File: src/rtl/slt_seq_cmp.sv
// Multi-cycle set-less-than unit: MSB-first chunked compare with early exit.
// Signed mode flips operand sign bits so every chunk compare is unsigned.
module slt_seq_cmp #(
    parameter int WIDTH = 32,
    parameter int CHUNK = 8
) (
    input  logic             clk,
    input  logic             rst_n,
    input  logic             in_valid,
    output logic             in_ready,
    input  logic [WIDTH-1:0] a,
    input  logic [WIDTH-1:0] b,
    input  logic             is_signed,
    output logic             out_valid,
    input  logic             out_ready,
    output logic             lt,
    output logic             eq,
    output logic [WIDTH-1:0] result,
    output logic             busy
);

    localparam int NCYC = WIDTH / CHUNK;
    localparam int IDXW = (NCYC > 1) ? $clog2(NCYC) : 1;
    localparam logic [WIDTH-1:0] SMASK = {1'b1, {(WIDTH-1){1'b0}}};
    localparam logic [IDXW-1:0] IDX_TOP = IDXW'(NCYC - 1);

    generate
        if (WIDTH < 2 || CHUNK < 1 || (WIDTH % CHUNK) != 0) begin : g_bad_params
            $error("slt_seq_cmp: WIDTH must be >= 2 and a multiple of CHUNK");
        end
    endgenerate

    typedef enum logic [1:0] {
        IDLE,
        BUSY,
        DONE
    } state_t;

    state_t           state;
    logic [WIDTH-1:0] a_r;
    logic [WIDTH-1:0] b_r;
    logic [IDXW-1:0]  idx;
    logic [CHUNK-1:0] a_ch;
    logic [CHUNK-1:0] b_ch;

    always_comb begin
        a_ch = a_r[idx*CHUNK +: CHUNK];
        b_ch = b_r[idx*CHUNK +: CHUNK];
    end

    always_ff @(posedge clk) begin
        if (!rst_n) begin
            state     <= IDLE;
            a_r       <= '0;
            b_r       <= '0;
            idx       <= '0;
            in_ready  <= 1'b1;
            out_valid <= 1'b0;
            lt        <= 1'b0;
            eq        <= 1'b0;
            result    <= '0;
            busy      <= 1'b0;
        end else begin
            unique case (state)
                IDLE: begin
                    if (in_valid) begin
                        // Offset-binary mapping turns signed order into unsigned order
                        a_r      <= is_signed ? (a ^ SMASK) : a;
                        b_r      <= is_signed ? (b ^ SMASK) : b;
                        idx      <= IDX_TOP;
                        in_ready <= 1'b0;
                        busy     <= 1'b1;
                        state    <= BUSY;
                    end
                end
                BUSY: begin
                    if (a_ch != b_ch) begin
                        lt        <= (a_ch < b_ch);
                        eq        <= 1'b0;
                        result    <= {{(WIDTH-1){1'b0}}, (a_ch < b_ch)};
                        out_valid <= 1'b1;
                        state     <= DONE;
                    end else if (idx == '0) begin
                        lt        <= 1'b0;
                        eq        <= 1'b1;
                        result    <= '0;
                        out_valid <= 1'b1;
                        state     <= DONE;
                    end else begin
                        idx <= idx - IDXW'(1);
                    end
                end
                DONE: begin
                    if (out_ready) begin
                        out_valid <= 1'b0;
                        in_ready  <= 1'b1;
                        busy      <= 1'b0;
                        state     <= IDLE;
                    end
                end
                default: begin
                    state     <= IDLE;
                    in_ready  <= 1'b1;
                    out_valid <= 1'b0;
                    busy      <= 1'b0;
                end
            endcase
        end
    end

endmodule
File: config.mk
export PLATFORM = sky130hd
export DESIGN_NAME = slt_seq_cmp
export DESIGN_NICKNAME = d
export VERILOG_FILES = /design/src/rtl/slt_seq_cmp.sv
export SDC_FILE = /design/constraint.sdc
export NUM_CORES = 1
export LEC_CHECK = 0
export CAP_MARGIN = 40
export CORE_UTILIZATION = 30
export CTS_CLUSTER_DIAMETER = 50
export CTS_CLUSTER_SIZE = 40
export DETAILED_ROUTE_END_ITERATION = 8
export GPL_TIMING_DRIVEN = 0
export MAX_ROUTING_LAYER = met4
export REMOVE_ABC_BUFFERS = 1
export SLEW_MARGIN = 15
export SYNTH_ARGS = -nofsm -noshare
export SYNTH_HDL_FRONTEND = slang
export SYNTH_SLANG_ARGS = --single-unit
export TNS_END_PERCENT = 20
File: constraint.sdc
create_clock -name clk -period 6.7 [get_ports clk]
set_input_delay 1.005 -clock clk [delete_from_list [all_inputs] [get_ports clk]]
set_output_delay 1.005 -clock clk [all_outputs]
set_load 0.01 [all_outputs]
=== Yosys cells after proc, flatten, opt, wreduce, memory -nomap -nowiden ===
Cells that the tools add are included.

* Register bits: 105
* Bits of input ports: 69
* Output and inout bits: 37
* Logic and storage cells: 61

* Add/sub/neg operators: 1
* $lt $le $gt $ge: 1
* Equality and inequality tests: 8
* Shift-type cells: 2
* Muxes and demuxes: 25
* Bitwise gates (word level): 4
* Reductions and logical operators: 10

{| class="wikitable"
|+ Operator list
! operator !! number
|-
| $mux W32 || 4
|-
| $shiftx A32 B6 Y8 || 2
|-
| $mux W2 || 7
|-
| $mux W1 || 9
|-
| $pmux W1 S3 || 3
|-
| $reduce_and A3 Y1 || 3
|-
| $lt A8 B8 Y1 || 1
|-
| $ne A2 B2 Y1 const B || 4
|-
| $ne A8 B8 Y1 || 1
|-
| $pmux W2 S3 || 1
|-
| $logic_not A2 Y1 || 2
|-
| $not A1 Y1 || 4
|-
| $pmux W2 S2 || 1
|-
| $reduce_and A2 Y1 || 2
|-
| $reduce_and A4 Y1 || 1
|-
| $reduce_bool A2 Y1 || 2
|-
| $ne A3 B3 Y1 const B || 1
|-
| $eq A2 B1 Y1 const B || 1
|-
| $eq A2 B2 Y1 const B || 1
|-
| $sub A2 B1 Y2 const B || 1
|}

=== Logic depth before layout (Yosys ltp) ===
* Depth after elaboration: 4
* Depth in mapped cells: 9
* Gate-level depth less buffers: 7

=== Least setup slack after synthesis ===
OpenSTA, ideal clock, no wires.

* Path type: flip-flop to flip-flop
* Start: register idx[0]
* End: register result[0]
* Library setup time: 69 ps
* Arrival: 2483 ps
* Data required time: 6631 ps
* Setup slack: 4148 ps
* Stages on the path, launching flop included: 9
* Buffers on the path: 2
* Clock period less this slack: 2552 ps
* Cell sequence: dfxtp_1 > buf_2 > buf_2 > mux4_2 > ha_1 > nand4_1 > o21ai_1 > or4b_1 > o21ai_1

* Longest elaborated chain between the ends: 4
* Elaborated cells between the ends (all ways): 8
* Classes of those cells: order compare (1); eq/ne (1); shift (2); mux (1); reduce/logical (3)

{| class="wikitable"
|+ Ends and longest elaborated chain
! what !! RTL line !! RTL
|-
| start: declaration || 42 || <nowiki>logic [IDXW-1:0] idx;</nowiki>
|-
| start signal: assignment || 90 || <nowiki>idx <= idx - IDXW'(1);</nowiki>
|-
| branches (longest 4 deep; another with $lt A8 B8 Y1) || n/a ||
|-
| end signal: assignment || 80 || <nowiki>result <= {{(WIDTH-1){1'b0}}, (a_ch < b_ch)};</nowiki>
|-
| end: declaration || 18 || <nowiki>output logic [WIDTH-1:0] result,</nowiki>
|}

Several ways; the timed one is not identified.
A chain may end at the register's enable or synchronous reset.

=== Worst setup path in the final report ===
* Start: register idx[0]
* End: register idx[0]

* Longest elaborated chain between the ends: 4
* Elaborated cells between the ends (all ways): 11
* Classes of those cells: add/sub (1); eq/ne (3); shift (2); mux (3); reduce/logical (2)

{| class="wikitable"
|+ Ends and longest elaborated chain
! what !! RTL line !! RTL
|-
| $shiftx A32 B6 Y8 (tied with other cells) || 47 || <nowiki>a_ch = a_r[idx*CHUNK +: CHUNK];</nowiki>
|-
| $ne A8 B8 Y1 / $mux W2 (equally long branches) || 77, 83 ||
|-
| $ne A2 B2 Y1 (no line) / $mux W2 (equally long branches) || n/a ||
|-
| $reduce_and A4 Y1 (no line) / $pmux W2 S2 (equally long branches) || n/a ||
|}

Several ways; a longest one is shown, not always the timed one. The select of a mux whose other input is x is not followed.

==> impl_metrics.env <==
export IMPL_run_status="completed"
export IMPL_synth_warning_count=0
export IMPL_path_delay_family="simple AND/OR/NAND/NOR gates"
export IMPL_final_cell_mix="129 x sky130_fd_sc_hd__nand2_1, 73 x sky130_fd_sc_hd__clkdlybuf4s50_1, 72 x sky130_fd_sc_hd__dfxtp_1, 58 x sky130_fd_sc_hd__a21boi_1, 31 x sky130_fd_sc_hd__conb_1"
export IMPL_rrSetupSlack_ns=3.92
export IMPL_antenna_found_initial=0
export IMPL_postCtsHoldBufs=0
export IMPL_min_period_over_period_pct=41.44
export IMPL_setup_viol_count_final=0
export IMPL_synth_largest_type_area_fraction_pct=41.26
export IMPL_routed_wire_length_per_instance_um=12.18
export IMPL_tritoncts_num_buffers=9
export IMPL_share_of_power_burned_in_registers_pct=39.0
export IMPL_swShare_pct=24.84
export IMPL_finClkSkew_ns=0.008291
export IMPL_finalHoldViolations=0
export IMPL_synth_cell_area_sq_mm=0.003542
export IMPL_dpl_worst_slack_ns=3.828
export IMPL_criticalPathCategory="reg -> reg"
export IMPL_grt_use_total_pct=13.28
export IMPL_clock_transition_at_the_registers_of_the_reported_paths_ns=0.06
export IMPL_via_count_of_the_first_global_routing_pass=2697
export IMPL_max_slew_margin_pct=58.19
export IMPL_detailedPlacementHpwl_um=5629
export IMPL_synth_area_leaders="sky130_fd_sc_hd__dfxtp_1 41%, sky130_fd_sc_hd__nand2_1 14%, sky130_fd_sc_hd__a21boi_1 12%"
export IMPL_yosys_area_top_type="sky130_fd_sc_hd__dfxtp_1"
export IMPL_count_of_input_and_output_buffers=74
export IMPL_grt_start_max_net_pins=39
export IMPL_multiInputGateArea_sq_mm=0.001813
export IMPL_numClockSinks=73
export IMPL_setup_repair_after_global_routing_missed_its_margin="false"
export IMPL_post_cts_buffers=0
export IMPL_number_of_fill_cells=1136
export IMPL_cts_root_buf="sky130_fd_sc_hd__clkbuf_16"
export IMPL_die_area_sq_mm=0.01225
export IMPL_route_antenna_remaining_nets=0
export IMPL_sequence_of_cells_on_the_critical_path="mux4_2, ha_1, nand4_1, nor4_4, nor3_1, a211oi_1"
export IMPL_drt_wl_total_um=7452
export IMPL_setup_worst_path_end_class="register"
export IMPL_finalNetCount=542
export IMPL_boundaryPins=106
export IMPL_vdd_ir_drop_max_mv=0.1419
export IMPL_dr_total_vias=2774
export IMPL_yosys_register_bits=73
export IMPL_clock_power_share_pct=43.6
export IMPL_initial_core_util_pct=30.89
export IMPL_cp_start_kind="register"
export IMPL_total_leakage_power_nw=1.831
export IMPL_vias_per_cell=4.533
export IMPL_tightestPinTransition_ns=0.6271
export IMPL_drc_errors=0
export IMPL_final_setup_tns_ns=0
export IMPL_syn_to_final_growth_pct=32.82
export IMPL_critical_path_s_slowest_cell="sky130_fd_sc_hd__dfxtp_2"
export IMPL_cp_data_arrival_time_ns=3.02
export IMPL_timing_hold_ws_ns=0.4509
export IMPL_worst_endpoint_required_ns=6.94
export IMPL_power_report_internal_total_w=0.0009504
export IMPL_cts_tree="done"
export IMPL_cts_resized_gates=0
export IMPL_layout_setup_ws_ns=3.924
export IMPL_htreeDepth=3
export IMPL_netlist_cell_type_count=35
export IMPL_drv_slew=0
export IMPL_grt_overflow_total=0
export IMPL_min_delay_path_class="reg -> reg"
export IMPL_wire_length_of_the_first_global_routing_pass_um=12610
export IMPL_avgSynthCellArea_sq_um=8.922
export IMPL_power_density_mw_per_mm2=268.8
export IMPL_combinationalPowerShare_pct=17.3
export IMPL_dr_first_iter_drc_count=91
export IMPL_period_minus_slack_ns=2.776
export IMPL_seqCellArea_sq_mm=0.001463
export IMPL_maxCapViolCount=0
export IMPL_gp_routability_congestion=0.7477
export IMPL_die_height_um=110.7
export IMPL_clockBufferDepth=2
export IMPL_antenna_cells_inserted=0
export IMPL_mostFrequentLayoutCell="sky130_fd_sc_hd__nand2_1"
export IMPL_path_buf_inv=0
export IMPL_critical_path_peak_fanout=19
export IMPL_die_x_extent_um=110.7
export IMPL_standard_cell_core_area_sq_mm=0.01147
export IMPL_ys_seq_area_share_pct=41.26
export IMPL_cpPeakStageDelay_ns=0.73
export IMPL_placementRows=39
export IMPL_later_pin_clock_latency_in_the_skew_report_ns=0.33
export IMPL_achievable_frequency_mhz=360.2
export IMPL_synthCells=397
export IMPL_firstDrtPassIters=6
export IMPL_total_switching_power_w=0.0003142
export IMPL_drive_above_1_share_pct=9.168
==> synthesized netlist by cell type <==
master	number
sky130_fd_sc_hd__o211a_1	2
sky130_fd_sc_hd__nand2_1	129
sky130_fd_sc_hd__o211ai_1	1
sky130_fd_sc_hd__nor3b_2	1
sky130_fd_sc_hd__nor2_1	2
sky130_fd_sc_hd__nor4_4	1
sky130_fd_sc_hd__o31ai_1	1
sky130_fd_sc_hd__dfxtp_1	73
sky130_fd_sc_hd__a21boi_1	58
sky130_fd_sc_hd__clkbuf_1	15
sky130_fd_sc_hd__buf_4	32
sky130_fd_sc_hd__xnor2_1	2
sky130_fd_sc_hd__o21ai_0	3
sky130_fd_sc_hd__a211oi_1	2
sky130_fd_sc_hd__mux4_2	16
sky130_fd_sc_hd__a21oi_1	9
sky130_fd_sc_hd__o311a_1	1
sky130_fd_sc_hd__o21a_1	1
sky130_fd_sc_hd__buf_2	9
sky130_fd_sc_hd__nor3b_1	1
sky130_fd_sc_hd__nand4_1	2
sky130_fd_sc_hd__o21ai_1	3
sky130_fd_sc_hd__nand3b_1	1
sky130_fd_sc_hd__nor2b_1	2
sky130_fd_sc_hd__a21boi_0	1
sky130_fd_sc_hd__inv_1	12
sky130_fd_sc_hd__and2b_1	1
sky130_fd_sc_hd__nand3_1	1
sky130_fd_sc_hd__or4b_1	1
sky130_fd_sc_hd__nor3_1	1
sky130_fd_sc_hd__ha_1	9
sky130_fd_sc_hd__and3b_1	1
sky130_fd_sc_hd__conb_1	1
sky130_fd_sc_hd__and2_1	1
sky130_fd_sc_hd__nand2b_1	1
==> tightest hold or removal path, cell delays in order, from the launching register on <==
cell and delay [ns]:
sky130_fd_sc_hd__dfxtp_1 0.31, sky130_fd_sc_hd__nand2_1 0.05, sky130_fd_sc_hd__a21boi_1 0.05
==> cell families (layout without fill, tap and decap cells) <==
family / Yosys count / count (layout) / synth area share, %
simple gates: 146 / 146 / 17.34
compound gates: 82 / 82 / 16.53
flops: 73 / 73 / 41.26
buf+inv: 68 / 110 / 10.91
mux: 16 / 16 / 10.17
fa+ha+maj: 9 / 9 / 3.179
xor+xnor: 2 / 2 / 0.4946
other cells: 1 / 31 / 0.1059
==> metrics by stage <==
step,power (W),instance area (sq um),utilization (%),cells
after floorplan,0.0006220,3313,-,371
after global placement,0.0007118,4233,36.91,588
after detailed placement,0.0007276,4360,38.03,596
after CTS,0.001282,4705,41.03,612
after global routing,0.001331,4705,41.03,612
final,0.001265,4705,41.03,612
==> power by group through the flow <==
stage / combinational, W / clock [W] / sequential [W]
6_report: 0.000219 / 0.000552 / 0.000494
5_1_grt: 0.000246 / 0.000585 / 0.000500
3_5_place_dp: 0.000223 / 0 / 0.000505
4_1_cts: 0.000223 / 0.000563 / 0.000495
2_1_floorplan: 0.000124 / 0 / 0.000498
3_3_place_gp: 0.000208 / 0 / 0.000504
==> sequential cells by signal, indices dropped and copies added (netlist names) <==
register	cells
result	1
busy	1
idx	2
state	2
b_r	32
out_valid	1
a_r	32
in_ready	1
eq	1
==> routing by layer <==
| metal | wire (um) | track usage, % | share of wire, % |
|---|---|---|---|
| met5 | 0 | - | 0 |
| met2 | 3560 | 21.20 | 48 |
| met1 | 3472 | 16.11 | 47 |
| met4 | 103 | 5.867 | 1.4 |
| met3 | 315 | 2.898 | 4.2 |
==> cell type report <==
cell class	instances	share of cell area (%)
clock inverters	6	2.447
inverters	12	0.9574
well taps	143	3.803
multi-input cells	286	38.54
repair buffers	82	18.30
flip-flops and latches	73	31.09
clock buffers	10	4.867
==> path summary, 6_finish.rpt <==
path | from | to | cells after the start
max reg2reg | idx[0] | idx[0] | 6
min | b_r[18] | b_r[18] | 2
max | idx[0] | idx[0] | 6
min reg2reg | b_r[18] | b_r[18] | 2
No activity file was read; power rests on OpenSTA's default activity.
